==> config.mk <==
export PLATFORM = sky130hd
export DESIGN_NAME = demux1t4_32_buf
export DESIGN_NICKNAME = d
export VERILOG_FILES = /design/src/rtl/demux_pkg.sv /design/src/rtl/demux_chan_buf.sv /design/src/rtl/demux1t4_32_buf.sv
export SDC_FILE = /design/constraint.sdc
export NUM_CORES = 1
export LEC_CHECK = 0
export BUFFER_PORTS_ARGS = -buffer_cell sky130_fd_sc_hd__buf_2
export CORE_AREA = 8 8 113 115
export CTS_CLUSTER_SIZE = 30
export DETAILED_ROUTE_END_ITERATION = 12
export DIE_AREA = 0 0 121 123
export PLACE_DENSITY_LB_ADDON = 0.12
export RECOVER_POWER = 100
export SYNTH_ARGS = -nofsm -noshare
export SYNTH_HDL_FRONTEND = slang
export SYNTH_SLANG_ARGS = --single-unit
==> constraint.sdc <==
create_clock -name clk -period 2.2 [get_ports clk]
set_clock_uncertainty 0.05 [all_clocks]
set_input_delay 0.66 -clock clk [delete_from_list [all_inputs] [get_ports clk]]
set_output_delay 0.66 -clock clk [all_outputs]
set_load 0.005 [all_outputs]
==> src/rtl/demux_pkg.sv <==
// Shared constants and channel state encoding for the 1-to-4 32-bit demultiplexer.
package demux_pkg;

  localparam int unsigned DEMUX_WIDTH = 32;
  localparam int unsigned DEMUX_NCH   = 4;

  typedef enum logic {
    CH_EMPTY = 1'b0,
    CH_FULL  = 1'b1
  } chan_state_t;

endpackage

==> src/rtl/demux_chan_buf.sv <==
// One-entry holding register for a demux output channel: load wins over drain.
module demux_chan_buf
  import demux_pkg::*;
#(
  parameter int unsigned      WIDTH    = DEMUX_WIDTH,
  parameter logic [WIDTH-1:0] RST_DATA = '0
) (
  input  logic             clk,
  input  logic             rst,
  input  logic             load,
  input  logic             drain,
  input  logic [WIDTH-1:0] din,
  output logic             full,
  output logic [WIDTH-1:0] dout
);

  chan_state_t      state;
  logic [WIDTH-1:0] data;

  always_ff @(posedge clk) begin
    if (rst) begin
      state <= CH_EMPTY;
      data  <= RST_DATA;
    end else if (load) begin
      // A load in the same cycle as a drain replaces the word and stays FULL.
      state <= CH_FULL;
      data  <= din;
    end else if (drain && state == CH_FULL) begin
      state <= CH_EMPTY;
    end
  end

  assign full = (state == CH_FULL);
  assign dout = data;

endmodule

==> src/rtl/demux1t4_32_buf.sv <==
// Registered 1-to-4 demux for 32-bit words with per-channel one-entry buffers.
// Optional per-channel accept counters on port cnt when DEMUX1T4_CNT_EN is defined.
module demux1t4_32_buf
  import demux_pkg::*;
#(
  parameter int unsigned      WIDTH    = DEMUX_WIDTH,
  parameter logic [WIDTH-1:0] RST_DATA = 32'h0000_0000
) (
  input  logic             clk,
  input  logic             rst,
  input  logic             in_valid,
  output logic             in_ready,
  input  logic [WIDTH-1:0] in_data,
  input  logic [1:0]       s,
  output logic [3:0]       out_valid,
  input  logic [3:0]       out_ready,
  output logic [WIDTH-1:0] o0,
  output logic [WIDTH-1:0] o1,
  output logic [WIDTH-1:0] o2,
  output logic [WIDTH-1:0] o3
`ifdef DEMUX1T4_CNT_EN
  ,
  output logic [31:0]      cnt
`endif
);

  logic [DEMUX_NCH-1:0] full;
  logic [DEMUX_NCH-1:0] load;
  logic [WIDTH-1:0]     chan_data [DEMUX_NCH];
  logic                 accept;

  // Head-of-line blocking is intentional: only the selected channel gates the input.
  assign in_ready = rst || !full[s] || out_ready[s];
  assign accept   = in_valid && in_ready;

  always_comb begin
    load = '0;
    for (int unsigned k = 0; k < DEMUX_NCH; k++) begin
      load[k] = accept && (s == 2'(k));
    end
  end

  for (genvar g = 0; g < DEMUX_NCH; g++) begin : g_chan
    demux_chan_buf #(
      .WIDTH    (WIDTH),
      .RST_DATA (RST_DATA)
    ) u_chan (
      .clk   (clk),
      .rst   (rst),
      .load  (load[g]),
      .drain (out_ready[g]),
      .din   (in_data),
      .full  (full[g]),
      .dout  (chan_data[g])
    );
  end

  assign out_valid = full;
  assign o0 = chan_data[0];
  assign o1 = chan_data[1];
  assign o2 = chan_data[2];
  assign o3 = chan_data[3];

`ifdef DEMUX1T4_CNT_EN
  logic [7:0] cnt_r [DEMUX_NCH];

  always_ff @(posedge clk) begin
    if (rst) begin
      for (int unsigned k = 0; k < DEMUX_NCH; k++) begin
        cnt_r[k] <= '0;
      end
    end else if (accept) begin
      cnt_r[s] <= cnt_r[s] + 8'd1;
    end
  end

  assign cnt = {cnt_r[3], cnt_r[2], cnt_r[1], cnt_r[0]};
`endif

endmodule
==> results.cfg, run 1 <==
[cells_and_area]
final_cell_mix = nand2b_1, dfxtp_1, mux2i_1
fin_nets = 696
drive_gt1_share_pct = 19.6
final_common_cell = nand2b_1
n_antenna_cell = 0
area_delta_synth_final_pct = 28.6
utilization_pct = 61.7

[pwr]
cellPowerDensity_nw_per_um2 = 866
ir_worst_vdd_v = 0.000466
power.leakage_nw = 3.19

[logic_synthesis]
syn_nets = 516
ys_top_cells_by_area = dfxtp_1, mux2i_1, nand2b_1
synth_top_family_by_area = multiplexers
ys_seq_area_share_pct = 49.7
synth-simple-area-share_pct = 19.7
synth_xor_area_share_pct = 0
synth_fa_ha_area_share_pct = 0
muxShareOfSynthArea_pct = 24.5
yosysUniqueCellTypes = 18
ys_warn_count = 0
avgSynthCellArea_um2 = 11.2
synth_top_cell_area_share_pct = 49.7
synth.largest_area_cell = dfxtp_1
postSynthCellCount = 475
synth_seq_cells = 132
synth.cell_area_um2 = 5320
synth_compound_area_share_pct = 1.60

[global_route]
antenna_found_initial = 1
grt_pass1_wl_um = 21400
overflow = 0
grt_pass1_vias = 4115
grt_usage_pct = 18.1
grt_max_degree = 52

[placement]
numPortBuffers = 173
hpwl_um = 9460
routabilityCongestion = 0.778

[critical_path]
cp-end-kind = output pin
slowest_delay_ns = 0.45
path_class = input port to output pin
cp.arrival_ns = 1.70
required_ns = 1.49
crit_slowest_cell = mux4_2
startpoint_type = input port
cp_max_fo = 2
critical_path.cell_chain = buf_6 > nand2b_4 > mux4_2 > or2_1 > buf_2

[drt]
wirelength_um = 13300
avgRoutedWirePerCell_um = 16.4
drcViolationCount = 0
firstDrtPassIters = 4
ant_nets = 0
first_iter_violations = 194
num_vias = 3865
vias_per_cell = 4.77

[clock_network]
cts_buffers = 17
htree_levels = 4
cts.path.max_buffers = 2
cts_tree = built
clock_latency_ns = 0.40
cts_root_buf = clkbuf_16
clk_pin_slew_ns = 0.06
cts.sinks = 132

[timing]
worst_slew_pin_slew_ns = 0.936
finalWorstSetupSlack_ns = -0.206
setup_violations = 1
max_slew_margin_pct = 37.6
rsz0062_at_grt = true
whs_ns = 0.424
finalHoldViolCount = 0
min_period_ns = 2.41
fmax_mhz = 416
slew_violations = 0
final.period_utilization_pct = 109

[die]
fp.coreArea_um2 = 11100
rows = 39
dieWidth_um = 121
start_util_pct = 48.0
dieArea_um2 = 14900
io_pins = 174
die-height_um = 123

[flow_run]
cap_violations = 0

[outcome]
violations = negative setup slack
status = finished, violations left

[worst_hold_path]
hold_class = flop to flop
-- report_power, final --
group	internal, W	total [W]	switching [W]	leakage, nW
clock network	0.00192	0.00296	0.00104	0.295
logic	0.000214	0.000437	0.000223	1.82
registers	0.00248	0.00253	0.0000478	1.07
-- final cells by class --
class | count | area (um2)
sequential | 132 | 2640
timing repair buffer | 197 | 891
tap | 143 | 179
multi-input combinational | 306 | 2500
inverter | 1 | 3.75
clock inverter | 13 | 183
clock buffer | 19 | 443
fill | 981 | 4240
-- flip-flops by register name, summed over array words and instances, names as in the netlist --
name	cells
g_chan.u_chan.dout	128
g_chan.u_chan.full	4
-- path summary, 6_finish.rpt --
kind / slack [ns] / end / start / cells past startpoint
setup reg to reg: 0.31 / g_chan[3].u_chan.dout[10]$_SDFFE_PP0P_ / g_chan[3].u_chan.full$_SDFFE_PP0P_ / 5
hold reg to reg: 0.42 / g_chan[0].u_chan.dout[5]$_SDFFE_PP0P_ / g_chan[0].u_chan.dout[5]$_SDFFE_PP0P_ / 2
setup / recovery: -0.21 / in_ready / out_ready[1] / 5
hold / removal: 0.42 / g_chan[0].u_chan.dout[5]$_SDFFE_PP0P_ / g_chan[0].u_chan.dout[5]$_SDFFE_PP0P_ / 2
-- stage by stage --
step                      cells  instance area [um2]  total power, W  setup TNS (ns)  setup slack [ns]
after CTS                   810                 7080         0.00602          -0.224            -0.224
after floorplan             475                 5330         0.00284               0          0.000357
after global routing        811                 6840         0.00614          -0.227            -0.227
after detailed placement    777                 6390         0.00304          -0.251            -0.251
final                       811                 6840         0.00592          -0.206            -0.206
after global placement      777                 6390         0.00303          -0.270            -0.270
-- cells by family (layout without fill, tap and decap cells) --
group | Yosys count | count (layout)
multiplexers | 129 | 129
AND/OR/NAND/NOR | 167 | 167
flip-flops | 132 | 132
AO/OA/AOI/OAI | 10 | 10
buffers and inverters | 37 | 230
-- worst max-delay path, delay by kind of cell --
family	cells	cell delay, ns
simple gates	2	0.35
mux	1	0.45
buf+inv	2	0.23
-- cells in the mapped netlist, drive strengths merged --
cell type	count
nand2b	164
dfxtp	132
mux2i	128
buf	19
clkbuf	17
a21oi	4
o2111ai	2
inv	1
mux4	1
nor2b	1
nor3b	1
o211a	1
o211ai	1
o21a	1
o21ai	1
or2	1
-- layer usage --
layer | vias to the layer above | GRT usage (%) | routed length, um
met4 | 2 | 6.48 | 119
met1 | 1801 | 21.8 | 5920
met3 | 12 | 7.12 | 1060
met5 | - | 0 | 13
li1 | 1932 | - | -
met2 | 118 | 28.8 | 6210
-- timing repair --
action,CTS,global route
buffers inserted,1,1
resized for setup,7,1
cloned,0,0
hold buffers,0,0
setup endpoints to repair,1,1
pin swaps,1,1
No activity file was read; power rests on OpenSTA's default activity.
==> run 2, diff against run 1 <==
- CORE_AREA: 8 8 113 115 -> 2 2 107 109
- DIE_AREA: 0 0 121 123 -> 0 0 109 111
==> run 2 against run 1 <==
  * The flow still finishes with violations (negative setup slack)
  * Register-to-register slack hardly changed
  * Sequential share of layout area grew 0.074 points
  * First-iteration DRC count fell by 20%
  * Sequential cell count unchanged
  * Combinational power about the same
  * Via count increased by 0.96%
  * Clock-buffer cell count rose by 2
  * Global-route usage grew 2.7 points
  * Worst setup slack better by 0.034 ns
  * Final cell count fell by 0.62%
  * Sequential power is essentially flat
  * Worst hold slack worse by 0.0022 ns
  * Critical path type unchanged
  * Largest cell class unchanged
  * Largest power group unchanged
==> results.cfg, run 2 (synthesis gave the netlist of run 1 again) <==
[outcome]
status = finished, violations left
violations = negative setup slack

[worst_hold_path]
min_from = g_chan[3].u_chan.dout[18]$_SDFFE_PP0P_
hold_class = flop to flop
holdPathStages = 2
min_to = g_chan[3].u_chan.dout[18]$_SDFFE_PP0P_

[critical_path]
required_ns = 1.49
critical_path.cell_chain = buf_6 > nand2b_4 > mux4_2 > or2_1 > buf_2
critPathTopFamily = multiplexers
startpoint_type = input port
cp.depth = 5
slowest_delay_ns = 0.44
ff2ff_path_depth = 5
reg2reg_setup_slack_ns = 0.31
cp.buffers_inverters = 2
cp_max_fo = 2
cp.arrival_ns = 1.66
r2r-start = g_chan[3].u_chan.full$_SDFFE_PP0P_
timing.rr.end = g_chan[3].u_chan.dout[5]$_SDFFE_PP0P_
cp-end-kind = output pin
crit_slowest_cell = mux4_2
path_class = input port to output pin

[drt]
firstDrtPassIters = 4
vias_per_cell = 4.84
num_vias = 3902
first_iter_violations = 155
drcViolationCount = 0
avgRoutedWirePerCell_um = 15.2
wirelength_um = 12300
ant_nets = 0

[timing]
final.period_utilization_pct = 108
fmax_mhz = 422
max_slew_margin_pct = 35.7
setup_violations = 1
finalWorstSetupSlack_ns = -0.172
min_period_ns = 2.37
rsz0062_at_grt = true
worst_slew_pin_slew_ns = 0.964
slew_violations = 0
finalHoldViolCount = 0

[cells_and_area]
n_antenna_cell = 0
final_common_cell = nand2b_1
largest_register_ffs = 128
finalInstanceArea_um2 = 6820
fin_nets = 691
drive_gt1_share_pct = 23.4
final_cell_mix = nand2b_1, dfxtp_1, mux2i_1
utilization_pct = 61.6
final_cells = 806
area_delta_synth_final_pct = 28.2

[clock_network]
cts.sinks = 132
cts.path.max_buffers = 2
cts_root_buf = clkbuf_16
clock_latency_ns = 0.40
htree_levels = 4
cts_tree = built
cts_hold_buf = 0
clk_pin_slew_ns = 0.06
cts_buffers = 17

[pwr]
power_w = 0.00568
p_switching_w = 0.00131
p_int_w = 0.00437
power.leakage_nw = 3.26
power.sequential.fraction_pct = 44.4
cellPowerDensity_nw_per_um2 = 832
ir_worst_vdd_v = 0.000491
p_clk_share_pct = 47.8
p_sw_share_pct = 23.0
pwr-share-comb_pct = 7.7

[placement]
placed_area_um2 = 6380
numPortBuffers = 173
hpwl_um = 8500
pre_cts_slack_ns = -0.223
placed_cells = 773
routabilityCongestion = 0.751

[global_route]
grt_pass1_vias = 3854
grt_pass1_wl_um = 19500
antenna_found_initial = 0
overflow = 0
grt_usage_pct = 20.8
grt_max_degree = 102

[die]
die-height_um = 111
io_pins = 174
rows = 39
dieArea_um2 = 12100
dieWidth_um = 109
fp.coreArea_um2 = 11100
start_util_pct = 48.0

[flow_run]
cap_violations = 0
run 2: cell count changes in the layout (fill, tap and decap cells not counted), sizes merged:
cell      change
inv           +1
clkbuf       -30
clkinv        -3
clkinvlp      +3
bufinv        -3
buf          +27
run 2: power groups by stage:
stage	Clock (W)	Sequential (W)	Combinational (W)
after detailed placement	0	0.00257	0.000462
after CTS	0.00277	0.00252	0.000471
after global routing	0.00288	0.00253	0.000481
final	0.00272	0.00252	0.000437
after global placement	0	0.00257	0.000453
after floorplan	0	0.00258	0.000261
run 2: timing repair:
action	CTS	global route
buffers inserted	1	0
pin swaps	0	0
gates cloned	0	0
resized for setup	6	0
endpoints found under the setup margin	1	1
run 2: stage by stage:
step                TNS, ns  hold slack [ns]
floorplan                 0            0.415
global placement     -0.226            0.406
detailed placement   -0.223            0.410
CTS                  -0.177            0.422
global route         -0.214            0.441
finish               -0.172            0.422
run 2: final cells by class:
cell class              instances  area (um2)
flip-flops and latches        132        2640
inverters                       1        3.75
well taps                     143         179
multi-input cells             306        2500
fillers                       979        4250
clock buffers                  21         480
repair buffers                192         920
clock inverters                11         101
run 2: routing by layer:
layer	global-route usage, %	share of wire, %	wire, um	vias up
li1	-	-	-	1914
met1	26.2	44	5400	1863
met2	32.8	48	5840	110
met3	7.41	6.8	830	15
met4	7.44	1.5	186	0
met5	0	0	0	-
run 2: worst max-delay path by stage:
stage            startpoint       end  slack [ns]
2_1_floorplan  out_ready[1]  in_ready      0.0004
3_3_place_gp   out_ready[0]  in_ready       -0.23
3_5_place_dp   out_ready[0]  in_ready       -0.22
4_1_cts        out_ready[1]  in_ready       -0.18
5_1_grt        out_ready[1]  in_ready       -0.21
6_report       out_ready[1]  in_ready       -0.17
run 2: worst reg2reg max path: stages, from the launching register on:
cell       delay (ns)
dfxtp_1          0.37
nand2b_4         0.06
clkbuf_1         0.12
o2111ai_4        0.19
clkbuf_1         0.74
mux2i_1          0.28
